File: src/rtl/dcache_responder.sv
// rtl/dcache_responder.sv - direct-mapped write-through data cache responder with backing-memory req/ack
// Optional hit/miss counters are enabled by defining DCACHE_STATS_EN.
module dcache_responder #(
    parameter int ADDRESS_WIDTH = 32,
    parameter int DATA_WIDTH    = 32,
    parameter int INDEX_BITS    = 3
) (
    input  logic                     clk,
    input  logic                     rst,
    input  logic                     cpu_re,
    input  logic                     cpu_we,
    input  logic [ADDRESS_WIDTH-1:0] cpu_addr,
    input  logic [DATA_WIDTH-1:0]    cpu_wd,
    output logic [DATA_WIDTH-1:0]    cpu_rd,
    output logic                     stall,
    output logic                     mem_req,
    output logic                     mem_we,
    output logic [ADDRESS_WIDTH-1:0] mem_addr,
    output logic [DATA_WIDTH-1:0]    mem_wd,
    input  logic [DATA_WIDTH-1:0]    mem_rd,
    input  logic                     mem_ack
`ifdef DCACHE_STATS_EN
    ,
    output logic [15:0]              hit_count,
    output logic [15:0]              miss_count
`endif
);
    localparam int LINES = 1 << INDEX_BITS;
    localparam int TAG_W = ADDRESS_WIDTH - INDEX_BITS - 2;

    typedef enum logic [1:0] {IDLE, RD_MISS, WR, RESP} state_t;

    state_t                     state_q, state_d;
    logic [LINES-1:0]           valid_q;
    logic [TAG_W-1:0]           tag_q  [LINES];
    logic [DATA_WIDTH-1:0]      data_q [LINES];
    logic [ADDRESS_WIDTH-3:0]   addr_q;
    logic [DATA_WIDTH-1:0]      wd_q;

    logic [INDEX_BITS-1:0]      cpu_idx, lat_idx;
    logic [TAG_W-1:0]           cpu_tag, lat_tag;
    logic                       hit, lat_hit;
    logic                       latch_en, refill, wr_update, rd_hit, rd_miss_start;
    logic                       unused_addr_lsbs;

    assign unused_addr_lsbs = ^cpu_addr[1:0];

    assign cpu_idx = cpu_addr[INDEX_BITS+1:2];
    assign cpu_tag = cpu_addr[ADDRESS_WIDTH-1:INDEX_BITS+2];
    assign lat_idx = addr_q[INDEX_BITS-1:0];
    assign lat_tag = addr_q[ADDRESS_WIDTH-3:INDEX_BITS];

    assign hit     = valid_q[cpu_idx] && (tag_q[cpu_idx] == cpu_tag);
    assign lat_hit = valid_q[lat_idx] && (tag_q[lat_idx] == lat_tag);
    assign cpu_rd  = data_q[cpu_idx];

    // Memory-side outputs come only from state and the latched request.
    assign mem_req  = (state_q == RD_MISS) || (state_q == WR);
    assign mem_we   = (state_q == WR);
    assign mem_addr = {addr_q, 2'b00};
    assign mem_wd   = wd_q;

    always_comb begin
        state_d       = state_q;
        stall         = 1'b0;
        latch_en      = 1'b0;
        refill        = 1'b0;
        wr_update     = 1'b0;
        rd_hit        = 1'b0;
        rd_miss_start = 1'b0;
        case (state_q)
            IDLE: begin
                if (cpu_we) begin
                    stall    = 1'b1;
                    latch_en = 1'b1;
                    state_d  = WR;
                end else if (cpu_re && !hit) begin
                    stall         = 1'b1;
                    latch_en      = 1'b1;
                    rd_miss_start = 1'b1;
                    state_d       = RD_MISS;
                end else if (cpu_re) begin
                    rd_hit = 1'b1;
                end
            end
            RD_MISS: begin
                stall = 1'b1;
                if (mem_ack) begin
                    refill  = 1'b1;
                    state_d = RESP;
                end
            end
            WR: begin
                stall = 1'b1;
                if (mem_ack) begin
                    wr_update = lat_hit;
                    state_d   = RESP;
                end
            end
            RESP:    state_d = IDLE;
            default: state_d = IDLE;
        endcase
    end

    always_ff @(posedge clk) begin
        if (rst) begin
            state_q <= IDLE;
            valid_q <= '0;
            addr_q  <= '0;
            wd_q    <= '0;
        end else begin
            state_q <= state_d;
            if (latch_en) begin
                addr_q <= cpu_addr[ADDRESS_WIDTH-1:2];
            end
            if (latch_en && cpu_we) begin
                wd_q <= cpu_wd;
            end
            if (refill) begin
                valid_q[lat_idx] <= 1'b1;
            end
        end
    end

    // Tag/data arrays need no reset; the valid bits qualify them.
    always_ff @(posedge clk) begin
        if (!rst) begin
            if (refill) begin
                tag_q[lat_idx]  <= lat_tag;
                data_q[lat_idx] <= mem_rd;
            end else if (wr_update) begin
                data_q[lat_idx] <= wd_q;
            end
        end
    end

`ifdef DCACHE_STATS_EN
    logic [15:0] hit_q, hit_d, miss_q, miss_d;

    always_comb begin
        hit_d  = hit_q;
        miss_d = miss_q;
        if (rd_hit && hit_q != 16'hFFFF) begin
            hit_d = hit_q + 16'd1;
        end
        if (rd_miss_start && miss_q != 16'hFFFF) begin
            miss_d = miss_q + 16'd1;
        end
    end

    always_ff @(posedge clk) begin
        if (rst) begin
            hit_q  <= '0;
            miss_q <= '0;
        end else begin
            hit_q  <= hit_d;
            miss_q <= miss_d;
        end
    end

    assign hit_count  = hit_q;
    assign miss_count = miss_q;
`endif
endmodule
File: config.mk
export PLATFORM = sky130hd
export DESIGN_NAME = dcache_responder
export DESIGN_NICKNAME = d
export VERILOG_FILES = /design/src/rtl/dcache_responder.sv
export SDC_FILE = /design/constraint.sdc
export NUM_CORES = 1
export LEC_CHECK = 0
export ABC_CLOCK_PERIOD_IN_PS = 7200
export CAP_MARGIN = 15
export CORE_UTILIZATION = 50
export CTS_BUF_LIST = sky130_fd_sc_hd__clkbuf_4 sky130_fd_sc_hd__clkbuf_8
export DETAILED_ROUTE_END_ITERATION = 10
export GPL_ROUTABILITY_DRIVEN = 0
export PLACE_DENSITY = 0.67
export SKIP_CTS_REPAIR_TIMING = 1
export SYNTH_ARGS = -nofsm -noshare
export SYNTH_HDL_FRONTEND = slang
export SYNTH_SLANG_ARGS = --single-unit
File: constraint.sdc
create_clock -name clk -period 7.2 [get_ports clk]
set_input_delay 0.72 -clock clk [delete_from_list [all_inputs] [get_ports clk]]
set_output_delay 0.72 -clock clk [all_outputs]
set_load 0.02 [all_outputs]
==> results by group <==
Critical path
  • CP peak stage delay: 920 ps
  • Critical path type: input pin to output port
  • CP Depth: 9
  • Setup crit end kind: output port
  • Worst-path cell chain: buf_6 > buf_4 > mux2i_1 > xor2_1 > nand4_1 > or3_1 > o21ai_0 > a21oi_1 > clkdlybuf4s50_1
  • Crit path from: cpu_addr[3]
  • CP Max Fanout: 67
  • Buf+Inv Stages, Crit Path: 3
  • Setup crit end: stall
  • R2r setup slk: 2200 ps
  • CP max stage cell: buf_4
  • Worst Reg-to-Reg Cells: 8
  • CP delay by family, top: buffers and inverters
  • CP Launch Type: input pin
  • Worst Path Required: 6480 ps
  • Reg2reg end: data_q[6][6]$_DFFE_PP_
  • CP Data Arrival Time: 4560 ps

CTS
  • Deepest clock path buffer count: 3
  • CTS tree: built
  • CTS clk-pin slew, worst paths: 60 ps
  • Worst skew pair latency: 670 ps
  • CTS Buf Count: 91
  • CTS root buf: clkbuf_8
  • H-tree depth: 3
  • Clock Sinks: about 550

Global routing
  • Met1 global-route usage: 0.320
  • Largest net degree at the start of global routing: 77
  • Gr busiest metal: met2
  • Number of global-route vias before repair: 13400
  • GR Util met2: 0.377
  • First-pass GRT wire length: 82000 µm
  • GRT Total Usage: 0.236
  • Initial antenna violation count: 2
  • Global route total overflow: 0
  • Met3 GRT Util: 0.0501

Min path
  • HP Class: flop to flop

Yosys
  • Async SR Flop Fraction: 0
  • Post-Syn Instances: 1297
  • Post-synth top flop: edfxtp_1
  • Synth area leader: edfxtp_1
  • Post-synth EDFFs: 472
  • Synthesized cell area: 0.0234 mm²
  • Synth top area share: 0.605
  • Seq/Total Area, Yosys: 0.669
  • Most common cell in the netlist: edfxtp_1
  • Yosys reg bits: 547
  • Yosys warns: 0
  • Area contributors post-synth: edfxtp_1 (60%), mux4_2 (15%), dfxtp_1 (6.4%), mux2i_1 (4.2%), nand2_1 (2.2%)
  • Syn avg cell area: between 15 and 20 µm²
  • Distinct cells, synth: 52
  • Commonest cells in the netlist: edfxtp_1 (472), mux4_2 (160), nand2_1 (140)

Routing
  • DRT Pass-1 Iters: 5
  • Total number of vias: 12900
  • DRT antenna net count: 0
  • Vias per inst: 5.84
  • Avg WL per Cell: 24.9 µm
  • DRC: 0
  • Total wire length: 55000 µm
  • Initial DRC count: 1222

Timing
  • Max-slew violation count: 0
  • Final Setup Violations: 0
  • Slew HR: 0.245
  • Worst Skew: 25.2 ps
  • Fmax: 189 MHz
  • Fin Setup TNS: 0 ps
  • Post-layout min period: 5280 ps
  • Final hold viol count: 0
  • RSZ-0062 raised after global routing: false
  • Worst slew pin tran: 1130 ps
  • Period utilisation layout: 0.734

Flow run
  • # Max-Cap Violations: 0

Pwr
  • VDD IR max: slightly below 0.2 mV
  • Leakage: 0.00927 µW
  • Power Dens Cells: 293 mW/mm²
  • Total power: ~8200 µW

Floorplanning
  • Initial core utilization: 0.512
  • Core footprint: 0.0458 mm²
  • Die footprint: 0.0477 mm²
  • # rows: just under 80
  • Die height: 218 µm
  • Die width: 218 µm
  • IO Pins: 200

Layout
  • Area Overhead vs Synth: 19.1%
  • Layout cell share with drive strength beyond 1: 0.256
  • Final net count: roughly 1600
  • Final Non-Filler Cells: between 2000 and 2500
  • Fillers: 3371

Place
  • Inst Count DP: approximately 2000
  • Port bufs: a little under 200
  • Post-DP HPWL: 32400 µm

Status
  • Status: complete, no violations
==> flip-flops by register name, indices dropped and copies added, names as in the netlist, named ones only <==
name,flops
mem_wd,32
valid_q,8
data_q,256
tag_q,216
addr_q,30
state_q,2
==> placed cells by master (no fill, tap or decap), types with 3 or more instances in the layout <==
cell type	netlist	layout
or3_1	3	3
nand2_1	140	140
clkinv_1	0	14
mux2i_1	98	98
a21o_1	8	8
a22o_1	3	3
a22oi_1	4	4
clkdlybuf4s50_1	0	191
bufinv_16	0	4
clkbuf_4	0	30
mux4_2	160	160
nand4_1	9	9
nor3b_2	0	3
nand3_1	4	4
nor2_1	13	7
xnor2_1	36	36
o22ai_1	4	4
mux2_1	31	31
nor2b_1	4	4
nor4_1	8	8
buf_4	10	28
xor2_1	16	16
mux2_2	42	42
nand2b_1	6	6
ha_1	5	5
edfxtp_1	472	472
inv_8	0	4
a21oi_1	34	34
o21ai_0	5	5
clkbuf_8	0	100
dfxtp_1	75	72
clkinv_2	0	12
nor2_4	1	7
inv_1	4	4
==> final cells by class <==
type | instances | area (µm²) | area share
repair buffers | 223 | 2180 | 0.0780
flip-flops and latches | 547 | 15700 | 0.562
clock buffers | 130 | 1600 | 0.0574
inverters | 5 | 18.8 | 0.000672
clock inverters | 37 | 303 | 0.0108
well taps | 600 | 751 | 0.0269
diodes | 1 | 2.50 | 0.0000896
multi-input cells | 665 | 7380 | 0.264
==> where the power goes <==
| group | internal [µW] | switching [µW] |
|---|---|---|
| Sequential | 3660 | 244 |
| Combinational | 691 | 750 |
| Clock | 1590 | 1240 |
==> routing by layer <==
| layer | vias up | wire, µm |
|---|---|---|
| met3 | 93 | 3710 |
| met2 | 435 | 26800 |
| met4 | 2 | 1180 |
| met5 | - | 11 |
| met1 | 6705 | 23300 |
| li1 | 5666 | - |
==> tightest hold or removal path: cells and delay by family, from the launching register on <==
family | cells | cell delay, ps
compound gates | 1 | 50
flops | 1 | 320
simple gates | 1 | 50
==> logic make-up (layout without fill, tap and decap cells) <==
kind of cell               after synthesis  count (layout)  synth area share
AOI/OAI and AO/OA                       68              68            0.0180
xor gates and xnor gates                52              52            0.0194
adders and majority gates                5               5           0.00267
buffers and inverters                   86             395            0.0198
DFF                                    547             547             0.669
muxes                                  331             331             0.231
other                                    1               3          0.000160
and+or+nand+nor                        207             207            0.0402
==> through the flow <==
stage | hold WS (ps) | setup WS, ps | cell area (µm²) | util
global route | 481 | 1760 | 27900 | 0.610
finish | 468 | 1920 | 27900 | 0.610
detailed placement | 462 | 1970 | 26000 | 0.568
global placement | 452 | 1970 | 26000 | 0.568
CTS | 471 | 1950 | 27900 | 0.609
floorplan | 438 | 2050 | 23400 | -
==> worst min-delay path by stage <==
stage / slack [ps] / to / depth (start not counted) / startpoint
after CTS: 470 / mem_wd[20]$_SDFFE_PP0P_ / 2 / mem_wd[20]$_SDFFE_PP0P_
after floorplan: 440 / valid_q[6]$_SDFFE_PP0P_ / 1 / valid_q[6]$_SDFFE_PP0P_
after global routing: 480 / mem_wd[20]$_SDFFE_PP0P_ / 2 / mem_wd[20]$_SDFFE_PP0P_
after global placement: 450 / valid_q[2]$_SDFFE_PP0P_ / 1 / valid_q[2]$_SDFFE_PP0P_
final: 470 / mem_wd[9]$_SDFFE_PP0P_ / 2 / mem_wd[9]$_SDFFE_PP0P_
after detailed placement: 460 / mem_wd[20]$_SDFFE_PP0P_ / 2 / mem_wd[20]$_SDFFE_PP0P_
Note: power is estimated with default switching activity, not from simulation.
